File: src/rtl/riscv_register_file_sb_if.sv
// riscv_register_file_sb_if: read, write-back, scoreboard and status signals of the scoreboarded register file
interface riscv_register_file_sb_if #(
  parameter int ADDR_WIDTH = 5,
  parameter int DATA_WIDTH = 32,
  parameter int NUM_READ = 3
);
  logic [NUM_READ*ADDR_WIDTH-1:0] raddr_i;
  logic [NUM_READ*DATA_WIDTH-1:0] rdata_o;
  logic [NUM_READ-1:0] rbusy_o;
  logic [ADDR_WIDTH-1:0] waddr_a_i;
  logic [DATA_WIDTH-1:0] wdata_a_i;
  logic we_a_i;
  logic [ADDR_WIDTH-1:0] waddr_b_i;
  logic [DATA_WIDTH-1:0] wdata_b_i;
  logic we_b_i;
  logic resv_i;
  logic [ADDR_WIDTH-1:0] resv_addr_i;
  logic flush_i;
  logic [ADDR_WIDTH:0] busy_cnt_o;
  logic wr_conflict_o;
  modport master (
    output raddr_i, waddr_a_i, wdata_a_i, we_a_i, waddr_b_i, wdata_b_i, we_b_i, resv_i, resv_addr_i, flush_i,
    input rdata_o, rbusy_o, busy_cnt_o, wr_conflict_o
  );
  modport slave (
    input raddr_i, waddr_a_i, wdata_a_i, we_a_i, waddr_b_i, wdata_b_i, we_b_i, resv_i, resv_addr_i, flush_i,
    output rdata_o, rbusy_o, busy_cnt_o, wr_conflict_o
  );
endinterface

File: src/rtl/riscv_register_file_sb.sv
// riscv_register_file_sb: register file with two prioritised write ports, read forwarding and a busy scoreboard
module riscv_register_file_sb #(
  parameter int ADDR_WIDTH = 5,
  parameter int DATA_WIDTH = 32,
  parameter int NUM_READ = 3,
  parameter int ZERO_REG = 1,
  parameter int BYPASS = 1
) (
  input logic clk,
  input logic rst,
  riscv_register_file_sb_if.slave rf
);
  localparam int NUM_WORDS = 2 ** ADDR_WIDTH;
  localparam int CW = ADDR_WIDTH + 1;
  // a hardwired register 0 is removed from every write, reservation and release decode
  localparam logic [NUM_WORDS-1:0] MASK = ~NUM_WORDS'(ZERO_REG != 0);
  logic [DATA_WIDTH-1:0] mem [NUM_WORDS];
  logic [NUM_WORDS-1:0] wa_hit, wb_hit, rs_hit, busy, busy_nxt;
  logic [CW-1:0] busy_cnt, cnt_nxt;
  logic wr_conflict, conflict_nxt;
  always_comb begin
    wa_hit = rf.we_a_i ? (NUM_WORDS'(1) << rf.waddr_a_i) & MASK : '0;
    wb_hit = rf.we_b_i ? (NUM_WORDS'(1) << rf.waddr_b_i) & MASK : '0;
    rs_hit = rf.resv_i ? (NUM_WORDS'(1) << rf.resv_addr_i) & MASK : '0;
    busy_nxt = rf.flush_i ? '0 : (busy & ~wb_hit) | rs_hit;
    cnt_nxt = '0;
    for (int i = 0; i < NUM_WORDS; i++) cnt_nxt += CW'(busy_nxt[i]);
    conflict_nxt = rf.we_b_i && rf.waddr_a_i == rf.waddr_b_i && wa_hit != '0;
  end
  always_ff @(posedge clk or posedge rst)
    if (rst) for (int i = 0; i < NUM_WORDS; i++) mem[i] <= '0;
    else for (int i = 0; i < NUM_WORDS; i++)
      if (wb_hit[i]) mem[i] <= rf.wdata_b_i;
      else if (wa_hit[i]) mem[i] <= rf.wdata_a_i;
  always_ff @(posedge clk or posedge rst)
    if (rst) begin
      busy <= '0;
      busy_cnt <= '0;
      wr_conflict <= 1'b0;
    end else begin
      busy <= busy_nxt;
      busy_cnt <= cnt_nxt;
      wr_conflict <= conflict_nxt;
    end
  for (genvar k = 0; k < NUM_READ; k++) begin : g_rd
    logic [ADDR_WIDTH-1:0] ra;
    logic zero, fwd_a, fwd_b;
    assign ra = rf.raddr_i[k*ADDR_WIDTH +: ADDR_WIDTH];
    assign zero = ZERO_REG != 0 && ra == '0;
    assign fwd_b = BYPASS != 0 && rf.we_b_i && rf.waddr_b_i == ra;
    assign fwd_a = BYPASS != 0 && rf.we_a_i && rf.waddr_a_i == ra;
    assign rf.rdata_o[k*DATA_WIDTH +: DATA_WIDTH] = zero ? '0 : fwd_b ? rf.wdata_b_i : fwd_a ? rf.wdata_a_i : mem[ra];
    // a register being released this cycle is already forwarded, so it no longer stalls
    assign rf.rbusy_o[k] = !zero && !fwd_b && busy[ra];
  end
  assign rf.busy_cnt_o = busy_cnt;
  assign rf.wr_conflict_o = wr_conflict;
endmodule

File: src/flat_wrapper.sv
// flat-port wrapper written by rule: the top's interface ports become plain ports
module riscv_register_file_sb_flat 
#(
  parameter int ADDR_WIDTH = 5,
  parameter int DATA_WIDTH = 32,
  parameter int NUM_READ = 3,
  parameter int ZERO_REG = 1,
  parameter int BYPASS = 1
)
  (clk, rst, rf_raddr_i, rf_waddr_a_i, rf_wdata_a_i, rf_we_a_i, rf_waddr_b_i, rf_wdata_b_i, rf_we_b_i, rf_resv_i, rf_resv_addr_i, rf_flush_i, rf_rdata_o, rf_rbusy_o, rf_busy_cnt_o, rf_wr_conflict_o);
  riscv_register_file_sb_if #(.ADDR_WIDTH(ADDR_WIDTH), .DATA_WIDTH(DATA_WIDTH), .NUM_READ(NUM_READ)) rf_i ();
  input logic clk;
  input logic rst;
  input wire logic [$bits(rf_i.raddr_i)-1:0] rf_raddr_i;
  input wire logic [$bits(rf_i.waddr_a_i)-1:0] rf_waddr_a_i;
  input wire logic [$bits(rf_i.wdata_a_i)-1:0] rf_wdata_a_i;
  input wire logic [$bits(rf_i.we_a_i)-1:0] rf_we_a_i;
  input wire logic [$bits(rf_i.waddr_b_i)-1:0] rf_waddr_b_i;
  input wire logic [$bits(rf_i.wdata_b_i)-1:0] rf_wdata_b_i;
  input wire logic [$bits(rf_i.we_b_i)-1:0] rf_we_b_i;
  input wire logic [$bits(rf_i.resv_i)-1:0] rf_resv_i;
  input wire logic [$bits(rf_i.resv_addr_i)-1:0] rf_resv_addr_i;
  input wire logic [$bits(rf_i.flush_i)-1:0] rf_flush_i;
  output wire logic [$bits(rf_i.rdata_o)-1:0] rf_rdata_o;
  output wire logic [$bits(rf_i.rbusy_o)-1:0] rf_rbusy_o;
  output wire logic [$bits(rf_i.busy_cnt_o)-1:0] rf_busy_cnt_o;
  output wire logic [$bits(rf_i.wr_conflict_o)-1:0] rf_wr_conflict_o;
  assign rf_i.raddr_i = rf_raddr_i;
  assign rf_i.waddr_a_i = rf_waddr_a_i;
  assign rf_i.wdata_a_i = rf_wdata_a_i;
  assign rf_i.we_a_i = rf_we_a_i;
  assign rf_i.waddr_b_i = rf_waddr_b_i;
  assign rf_i.wdata_b_i = rf_wdata_b_i;
  assign rf_i.we_b_i = rf_we_b_i;
  assign rf_i.resv_i = rf_resv_i;
  assign rf_i.resv_addr_i = rf_resv_addr_i;
  assign rf_i.flush_i = rf_flush_i;
  assign rf_rdata_o = rf_i.rdata_o;
  assign rf_rbusy_o = rf_i.rbusy_o;
  assign rf_busy_cnt_o = rf_i.busy_cnt_o;
  assign rf_wr_conflict_o = rf_i.wr_conflict_o;
  riscv_register_file_sb #(.ADDR_WIDTH(ADDR_WIDTH), .DATA_WIDTH(DATA_WIDTH), .NUM_READ(NUM_READ), .ZERO_REG(ZERO_REG), .BYPASS(BYPASS)) u_core (.clk(clk), .rst(rst), .rf(rf_i));
endmodule
File: config.mk
export PLATFORM = sky130hd
export DESIGN_NAME = riscv_register_file_sb_flat
export DESIGN_NICKNAME = d
export VERILOG_FILES = /design/src/rtl/riscv_register_file_sb_if.sv /design/src/rtl/riscv_register_file_sb.sv /design/src/flat_wrapper.sv
export SDC_FILE = /design/constraint.sdc
export NUM_CORES = 2
export LEC_CHECK = 0
export CAP_MARGIN = 5
export CORE_ASPECT_RATIO = 0.5
export CORE_MARGIN = 1.5
export CORE_UTILIZATION = 35
export DETAILED_ROUTE_END_ITERATION = 6
export PLACE_DENSITY = 0.5
export SLEW_MARGIN = 20
export SYNTH_ARGS = -nofsm -noshare
export SYNTH_HDL_FRONTEND = slang
export SYNTH_SLANG_ARGS = --single-unit
File: constraint.sdc
create_clock -name clk -period 38.5 [get_ports clk]
set_input_delay 5.775 -clock clk [delete_from_list [all_inputs] [get_ports clk]]
set_output_delay 5.775 -clock clk [all_outputs]
set_load 0.01 [all_outputs]
==> insert_results.sql <==
INSERT INTO impl_metrics (metric_group, metric, value, unit) VALUES
('run_status', 'failed_checks', 'design-rule violations', ''),
('setup_path', 'max_stage_delay', '0.79', 'ns'),
('clocking', 'cts_buffers', '114', ''),
('run_status', 'run_status', 'finished, violations left', ''),
('clocking', 'cts-root-buf', 'clkbuf_16', ''),
('setup_path', 'critical-path-top-delay-family', 'buffers and inverters', ''),
('synth', 'ys_ff_latch', '1031', ''),
('grt', 'largest_net_degree_at_the_start_of_global_routing', '158', ''),
('synth', 'yosysMostFrequentCell', 'mux2i_1', ''),
('sta', 'setup_total_negative_slack', '0', 'ns'),
('setup_path', 'timing.critical_path.buf_inv', '6', ''),
('clocking', 'post_cts_resized', '0', ''),
('synth', 'area_of_the_mapped_netlist', '77500', 'sq um'),
('setup_path', 'crit_type', 'in2out', ''),
('place', 'dp.final_hpwl', '205', 'mm'),
('sta', 'setup-violations-final', '0', ''),
('route', 'drt-vias-per-instance', '6.38', ''),
('floorplan', 'die_w', '669', 'um'),
('grt', 'grt.total_usage', '0.321', ''),
('layout', 'syn2layout_area_growth', '10.1', '%'),
('clocking', 'clock-sinks', '1031', ''),
('clocking', 'cts_tree', 'built', ''),
('place', 'placement.cell_area', '81300', 'sq um'),
('sta', 'worst_slew_pin_slew', '1.25', 'ns'),
('floorplan', 'floorplan.initialDensity', '0.354', ''),
('route', 'drc_errors', '5', ''),
('synth', 'yosys_most_used_dff', 'dfrtp_1', ''),
('sta', 'ratio_of_final_minimum_period_to_clock_period', '0.450', ''),
('sta', 'maxSlewViolCount', '0', ''),
('route', 'drt_first_iter_violations', '9367', ''),
('route', 'vias', '67260', ''),
('grt', 'grt_first_pass_wirelength', '514', 'mm'),
('clocking', 'cts_hold_buffers', '0', ''),
('clocking', 'post_cts.repair.setup_buffers', '0', ''),
('synth', 'netlist.top_cell.by_area', 'dfrtp_1', ''),
('setup_path', 'path_max_fanout', '57', ''),
('pwr', 'power.leakage', '0.0362', 'uW'),
('grt', 'number_of_antenna_violations_at_the_first_check_in_global_routing', '15', ''),
('setup_path', 'critPathMostFrequentCell', 'buf_4', ''),
('synth', 'dominant_cells_by_area_after_synthesis', 'dfrtp_1, mux2i_1, mux4_2', ''),
('setup_path', 'crit_path_start_kind', 'input pin', ''),
('setup_path', 'crit_path_end_kind', 'primary output', ''),
('grt', 'number_of_global_route_vias_before_repair', '63139', ''),
('route', 'ant_nets', '0', ''),
('route', 'drt-total-wl', '368', 'mm'),
('grt', 'grt_overflow_total', '0', ''),
('floorplan', 'die_height', '336', 'um'),
('layout', 'drive_above_1_share', '0.169', ''),
('sta', 'timing.clock.skew', '0.0324', 'ns'),
('setup_path', 'required', '32.72', 'ns'),
('clocking', 'worst_setup_hold_path_clk_slew', '0.06', 'ns'),
('floorplan', 'core', '219000', 'sq um'),
('synth', 'yosys.area.top_type_share', '0.333', ''),
('floorplan', 'total_die_area', '225000', 'sq um'),
('synth', 'synth_seq_area_share', '0.333', ''),
('synth', 'netlist_instances', '7885', ''),
('floorplan', 'pin_count', '206', ''),
('layout', 'stdcell_area', '85400', 'sq um'),
('setup_path', 'crit_path_cell_trace', 'buf_8, buf_4, buf_4, buf_4, buf_4, mux4_2, mux2i_1, nand2_1, o311a_1, a311oi_1, o21ai_1, clkdlybuf4s50_1', ''),
('setup_path', 'cp.arrival', '11.56', 'ns'),
('sta', 'fmaxAchievable', '0.0577', 'GHz'),
('setup_path', 'worst_path_max_delay_cell', 'buf_4', ''),
('floorplan', 'fp-row-count', '121', ''),
('clocking', 'cts-root-to-sink-buffers', '3', ''),
('synth', 'synthesis.yosys.warnings', '0', ''),
('synth', 'post_synth.cell_area_avg', '9.83', 'sq um'),
('hold_path', 'min-delay-path-class', 'reg2reg', ''),
('pwr', 'ir_drop', '0.0391', 'mV'),
('sta', 'final_hold_violation_count', '0', ''),
('route', 'drt-pass1-iter-count', '7', ''),
('place', 'globalplace.congestion', '0.873', '');
layout make-up:
cell class	instances	area (sq um)
multi-input combinational	5844	47800
fill	21542	134000
clock buffer	166	3340
sequential	1031	25800
inverter	59	238
tap	2952	3690
antenna	7	17.5
timing repair buffer	438	3890
clock inverter	43	629
kinds of logic (layout without fill, tap and decap cells):
logic type      count (synthesis)  after routing  synth area share
flops                        1031           1031             0.333
compound gates               1980           1980             0.150
simple gates                 1600           1600            0.0829
other cells                     0              7                 0
mux                          2195           2195             0.363
fa+ha+maj                      32             32           0.00749
buf+inv                      1010            706            0.0592
xor+xnor                       37             37           0.00418
metal layers:
metal  GRT usage  vias to the layer above  share of wire
met5           0                        -       0.000062
met4       0.154                        4          0.055
met3      0.0857                      853           0.11
met2       0.470                     4159           0.43
met1       0.439                    34085           0.41
li1            -                    28159              -
metrics by stage:
| step | power (uW) | utilization | instances | worst slack [ns] | hold slack [ns] |
|---|---|---|---|---|---|
| 2_1_floorplan | 2500 | - | 7885 | 3.71 | 0.537 |
| 3_3_place_gp | 2880 | 0.372 | 10322 | 21.34 | 0.571 |
| 3_5_place_dp | 2900 | 0.372 | 10322 | 21.29 | 0.590 |
| 4_1_cts | 4120 | 0.390 | 10531 | 21.30 | 0.604 |
| 5_1_grt | 4330 | 0.390 | 10533 | 21.01 | 0.638 |
| 6_report | 4150 | 0.390 | 10540 | 21.17 | 0.609 |
cells in the final DEF (no fill, tap or decap), drive strengths merged, types with 19 or more instances in the layout:
cell / n
mux2i: 1446
nand2: 739
a21oi: 675
o22ai: 73
nor3: 28
fa: 24
mux2: 281
nand3: 56
nor2: 667
o21ai: 700
a21boi: 66
a221oi: 47
a22oi: 130
clkbuf: 166
o311a: 33
mux4: 468
buf: 253
clkdlybuf4s50: 185
dfrtp: 1031
a21o: 33
clkinv: 27
xnor2: 19
inv: 58
nor2b: 48
a22o: 45
o221ai: 33
o31ai: 37
o311ai: 32
where the power goes:
part,internal [uW],leakage (uW),switching (uW)
Sequential,1360,0.0126,307
Clock,705,0.00197,520
Combinational,652,0.0217,602
Total,2720,0.0362,1430
flip-flops by register name, summed over array words and instances, names as in the netlist:
name and count:
u_core.mem 992, u_core.busy 32, u_core.rf.wr_conflict_o 1, u_core.rf.busy_cnt_o 6
path summary, 6_finish.rpt:
kind,start,end,slack [ns],cells past startpoint
max in group asynchronous,rst,u_core.mem[582],29.13,6
max,rf_raddr_i[5],rf_rdata_o[49],21.17,12
min reg2reg,u_core.mem[382],u_core.mem[382],0.61,2
min in group asynchronous,rst,u_core.rf.busy_cnt_o[1],5.53,2
min,u_core.mem[382],u_core.mem[382],0.61,2
max reg2reg,u_core.busy[18],u_core.rf.busy_cnt_o[4],33.20,19
tightest hold or removal path, delay by kind of cell (launching register included):
kind	cells	cell delay, ns
flip-flops	1	0.37
AO/OA/AOI/OAI	2	0.19
Note: power is estimated with default switching activity, not from simulation.
